[src/rtl/sum_result_buffer.sv]
// Purpose: circular buffer of adder results, each tagged with its signed-overflow flag.
// Latency: a push is visible at the head one cycle later, with no same-cycle bypass.
// Backpressure: o_ready = !o_full from registered state only; i_valid while full is ignored.
module sum_result_buffer #(
  parameter int WIDTH = 32,
  parameter int DEPTH = 4,
  localparam int AW = $clog2(DEPTH),
  localparam int CW = AW + 1
) (
  input  logic             i_clk,
  input  logic             i_rst,
  input  logic             i_valid,
  input  logic [WIDTH-1:0] i_sum,
  input  logic             i_a_msb,
  input  logic             i_b_msb,
  output logic             o_ready,
  output logic             o_valid,
  input  logic             i_ready,
  output logic [WIDTH-1:0] o_sum,
  output logic             o_ovf,
  output logic [CW-1:0]    o_count,
  output logic             o_full,
  output logic             o_empty,
  output logic             o_ovf_sticky,
  input  logic             i_clr_sticky
);

  localparam logic [CW-1:0] FULL_CNT = CW'(DEPTH);

  logic [WIDTH-1:0] mem_sum [DEPTH];
  logic             mem_ovf [DEPTH];
  logic [AW-1:0]    wr_ptr;
  logic [AW-1:0]    rd_ptr;
  logic [CW-1:0]    count;
  logic             sticky;
  logic             push;
  logic             pop;
  logic             ovf_in;

  // Occupancy flags, handshakes and the incoming overflow classification.
  always_comb begin
    o_full  = (count == FULL_CNT);
    o_empty = (count == '0);
    o_ready = !o_full;
    o_valid = !o_empty;
    push    = i_valid && o_ready;
    pop     = o_valid && i_ready;
    // Same-sign operands whose sum changes sign have overflowed.
    ovf_in  = (i_a_msb == i_b_msb) && (i_sum[WIDTH-1] != i_a_msb);
  end

  // Head entry is forced to zero when the buffer holds nothing.
  always_comb begin
    o_sum = '0;
    o_ovf = 1'b0;
    if (!o_empty) begin
      o_sum = mem_sum[rd_ptr];
      o_ovf = mem_ovf[rd_ptr];
    end
  end

  assign o_count      = count;
  assign o_ovf_sticky = sticky;

  // Entry storage needs no reset: stale contents are never visible past the empty gate.
  always_ff @(posedge i_clk) begin
    if (push) begin
      mem_sum[wr_ptr] <= i_sum;
      mem_ovf[wr_ptr] <= ovf_in;
    end
  end

  // Pointers and occupancy; power-of-two depth lets the pointers wrap naturally.
  always_ff @(posedge i_clk or posedge i_rst) begin
    if (i_rst) begin
      wr_ptr <= '0;
      rd_ptr <= '0;
      count  <= '0;
    end else begin
      if (push) wr_ptr <= wr_ptr + AW'(1);
      if (pop)  rd_ptr <= rd_ptr + AW'(1);
      case ({push, pop})
        2'b10:   count <= count + CW'(1);
        2'b01:   count <= count - CW'(1);
        default: count <= count;
      endcase
    end
  end

  // Sticky overflow: a same-cycle set takes priority over the clear.
  always_ff @(posedge i_clk or posedge i_rst) begin
    if (i_rst) begin
      sticky <= 1'b0;
    end else if (push && ovf_in) begin
      sticky <= 1'b1;
    end else if (i_clr_sticky) begin
      sticky <= 1'b0;
    end
  end

endmodule

[config.mk]
export PLATFORM = sky130hd
export DESIGN_NAME = sum_result_buffer
export DESIGN_NICKNAME = d
export VERILOG_FILES = /design/src/rtl/sum_result_buffer.sv
export SDC_FILE = /design/constraint.sdc
export NUM_CORES = 1
export LEC_CHECK = 0
export ABC_AREA = 1
export BUFFER_PORTS_ARGS = -buffer_cell sky130_fd_sc_hd__buf_4
export CAP_MARGIN = 20
export CORE_UTILIZATION = 49
export CTS_CLUSTER_SIZE = 20
export DETAILED_ROUTE_END_ITERATION = 12
export PLACE_DENSITY_LB_ADDON = 0.12
export SYNTH_ARGS = -nofsm -noshare
export SYNTH_HDL_FRONTEND = slang
export SYNTH_SLANG_ARGS = --single-unit
[constraint.sdc]
create_clock -name i_clk -period 2.6 [get_ports i_clk]
set_clock_uncertainty 0.1 [all_clocks]
set_input_delay 0.78 -clock i_clk [delete_from_list [all_inputs] [get_ports i_clk]]
set_output_delay 0.78 -clock i_clk [all_outputs]
set_load 0.02 [all_outputs]
==> flow_metrics.py <==
metrics = {
    "status": {
        "status": "complete, no violations",
    },
    "cts": {
        "h-tree-depth": 4,
        "cts_root_buf": "clkbuf_16",
        "holdBufCountCts": 0,
        "clk_latency_ns": 0.42,
        "numCtsBuffers": 17,
        "cts_tree": "done",
        "clk_pin_slew_ns": 0.06,
        "cts_max_path_buffers": 2,
        "clock_sinks": 140,
    },
    "sta": {
        "fin_tns_setup_ns": 0,
        "rsz0062_at_grt": "yes",
        "worst_pin_slew_ns": 0.349,
        "final_max_slew_viol_count": 0,
        "setup_viol": 0,
        "period_share_pct": 98.4,
        "fin_crit_ns": 2.56,
        "fmax_mhz": 391,
        "hold_violations": 0,
        "slew-limit-headroom_pct": 76.7,
    },
    "global_route": {
        "grt_pass1_vias": 3868,
        "grt_use_met1_pct": 24.5,
        "antenna_found_initial": 0,
        "met3_usage_pct": 5.53,
        "grt_first_pass_wirelength_mm": 19.1,
        "grtUsageMet2_pct": 33.9,
        "grt_max_degree": 63,
        "overflow": 0,
        "track_usage_pct": 20.2,
        "busiest_layer": "met2",
    },
    "synthesis": {
        "synth_fp_nets": 639,
        "avgSynthCellArea_um2": 10.3,
        "ys_warn_count": 0,
        "synth_seq_cells": 140,
        "syn_area_um2": 6140,
        "postSynthCellCount": 594,
        "seq_area_frac_synth_pct": 67.8,
        "synth_cell_types": 18,
    },
    "cells_and_area": {
        "regArea_um2": 4170,
        "syn_to_final_growth_pct": 28.9,
        "final_common_cell": "inv_1",
        "multi_input_area_um2": 1360,
        "layout_common_cells": "inv_1, nand2_1, edfxtp_1",
        "nNetsFinal": 733,
        "drive_gt1_share_pct": 22.7,
        "n_antenna_cell": 0,
        "nFillCells": 932,
        "finish.utilization_pct": 65.4,
    },
    "route": {
        "initialDrtViolationCount": 249,
        "dr.pass1.iters": 5,
        "routedWlPerCell_um": 15.1,
        "routed_wl_mm": 13.1,
        "drcViolationCount": 0,
        "antenna_left": 0,
        "vias_per_cell": 4.78,
        "via_count": 4157,
    },
    "die": {
        "num_io_pins": 80,
        "die-height_um": 114,
        "die_area_um2": 13000,
        "dieWidth_um": 114,
        "initial_core_util_pct": 50.7,
        "core-area_um2": 12100,
        "num_rows": 40,
    },
    "setup_path": {
        "crit_family": "buffers and inverters",
        "critPathMaxStageDelay_ns": 0.46,
        "cp.arrival_ns": 1.68,
        "end_kind": "output port",
        "rr_endpoint": "o_count[2]$_DFFE_PP0P_",
        "cpMostUsedCell": "buf_4",
        "path_max_fanout": 5,
        "r2r_setup_slack_ns": 0.67,
        "cp_cell_sequence": "buf_4 > clkbuf_16 > nand2_1 > nand3_1 > a21oi_2 > buf_4",
        "critPathSlowestCell": "dfrtp_2",
        "r2r_cells": 10,
        "cp_num_buf_inv": 3,
        "reg2reg_from": "o_count[0]$_DFFE_PP0P_",
        "crit_type": "reg -> out",
        "cp-start-kind": "register",
        "worstPathRequired_ns": 1.72,
    },
    "pwr": {
        "power.density_nw_per_um2": 1280,
        "power.total_w": 0.0101,
        "peakVddDrop_uv": 946,
        "leakagePower_nw": 3.61,
    },
    "place": {
        "port_buffers": 79,
        "hpwlAfterDp_mm": 7.11,
        "gp_congestion": 0.757,
    },
    "run": {
        "timing.max_cap.violations": 0,
    },
    "min_path": {
        "hold_class": "in -> async",
    },
}
how the worst max path moves through the flow:
stage,startpoint,to,cells after the start
detailed placement,rd_ptr[0]$_DFFE_PP0P_,o_sum[1],6
CTS,rd_ptr[0]$_DFFE_PP0P_,o_sum[29],6
finish,rd_ptr[0]$_DFFE_PP0P_,o_sum[29],6
global placement,rd_ptr[0]$_DFFE_PP0P_,o_sum[24],6
global route,rd_ptr[0]$_DFFE_PP0P_,o_sum[24],6
floorplan,o_count[0]$_DFFE_PP0P_,mem_ovf[0]$_DFFE_PP_,4
synth_stat cells:
| library cell | count | area (um^2) |
|---|---|---|
| ha_1 | 5 | 62.6 |
| buf_6 | 5 | 56.3 |
| a21oi_1 | 33 | 165 |
| inv_2 | 2 | 7.51 |
| xnor2_1 | 2 | 17.5 |
| inv_1 | 153 | 574 |
| buf_4 | 4 | 30.0 |
| nand4_1 | 1 | 6.26 |
| fa_1 | 1 | 20.0 |
| clkbuf_1 | 4 | 15.0 |
| nor2_1 | 5 | 18.8 |
| nand3_1 | 69 | 345 |
| edfxtp_1 | 132 | 3960 |
| nand2_2 | 1 | 6.26 |
| dfrtp_1 | 8 | 200 |
| o21ai_0 | 3 | 15.0 |
| buf_2 | 12 | 60.1 |
| nand2_1 | 154 | 578 |
repair_timing:
| action | in CTS | in global routing |
|---|---|---|
| buffers inserted | 2 | 2 |
| resized for setup | 6 | 28 |
| endpoints found under the setup margin | 32 | 33 |
| gates cloned | 0 | 5 |
| pin swaps | 0 | 7 |
metal layers:
layer	part of all wire, %	vias up
met5	0	-
met4	1.8	0
met3	7.2	22
met2	50	122
met1	41	1956
li1	-	2057
sequential cells by signal (all words and copies together), names as in the netlist:
register and flops:
rd_ptr 2, wr_ptr 2, mem_ovf 4, o_ovf_sticky 1
o_count 3, mem_sum 128
stage by stage:
| stage | hold slack (ns) | instance area (um^2) | std cells | setup WS (ns) |
|---|---|---|---|---|
| 2_1_floorplan | 0.392 | 6140 | 594 | -0.315 |
| 3_3_place_gp | 0.390 | 7010 | 828 | 0.351 |
| 3_5_place_dp | 0.396 | 7010 | 828 | 0.285 |
| 4_1_cts | 0.227 | 7680 | 862 | 0.0214 |
| 5_1_grt | 0.242 | 7920 | 869 | -0.0104 |
| 6_report | 0.226 | 7920 | 869 | 0.0407 |
power by group:
part	internal (W)	leakage, nW	switching (W)
clock network	0.00168	0.300	0.000865
logic	0.00177	2.00	0.00266
registers	0.00298	1.31	0.000151
total	0.00642	3.61	0.00367
final cells by class:
type / instances / area share [%]
clock inverter: 15 / 2.56
sequential: 140 / 52.6
multi-input combinational: 274 / 17.1
tap: 168 / 2.65
inverter: 155 / 7.41
clock buffer: 17 / 5.37
timing repair buffer: 100 / 12.3
logic make-up after synthesis:
group	Yosys count	synth area share, %
buffers and inverters	180	12.1
AND/OR/NAND/NOR	230	15.5
flip-flops	140	67.8
AO/OA/AOI/OAI	36	2.93
adder cells (fa/ha/maj)	6	1.34
XOR/XNOR	2	0.285
No activity file was read; power rests on OpenSTA's default activity.
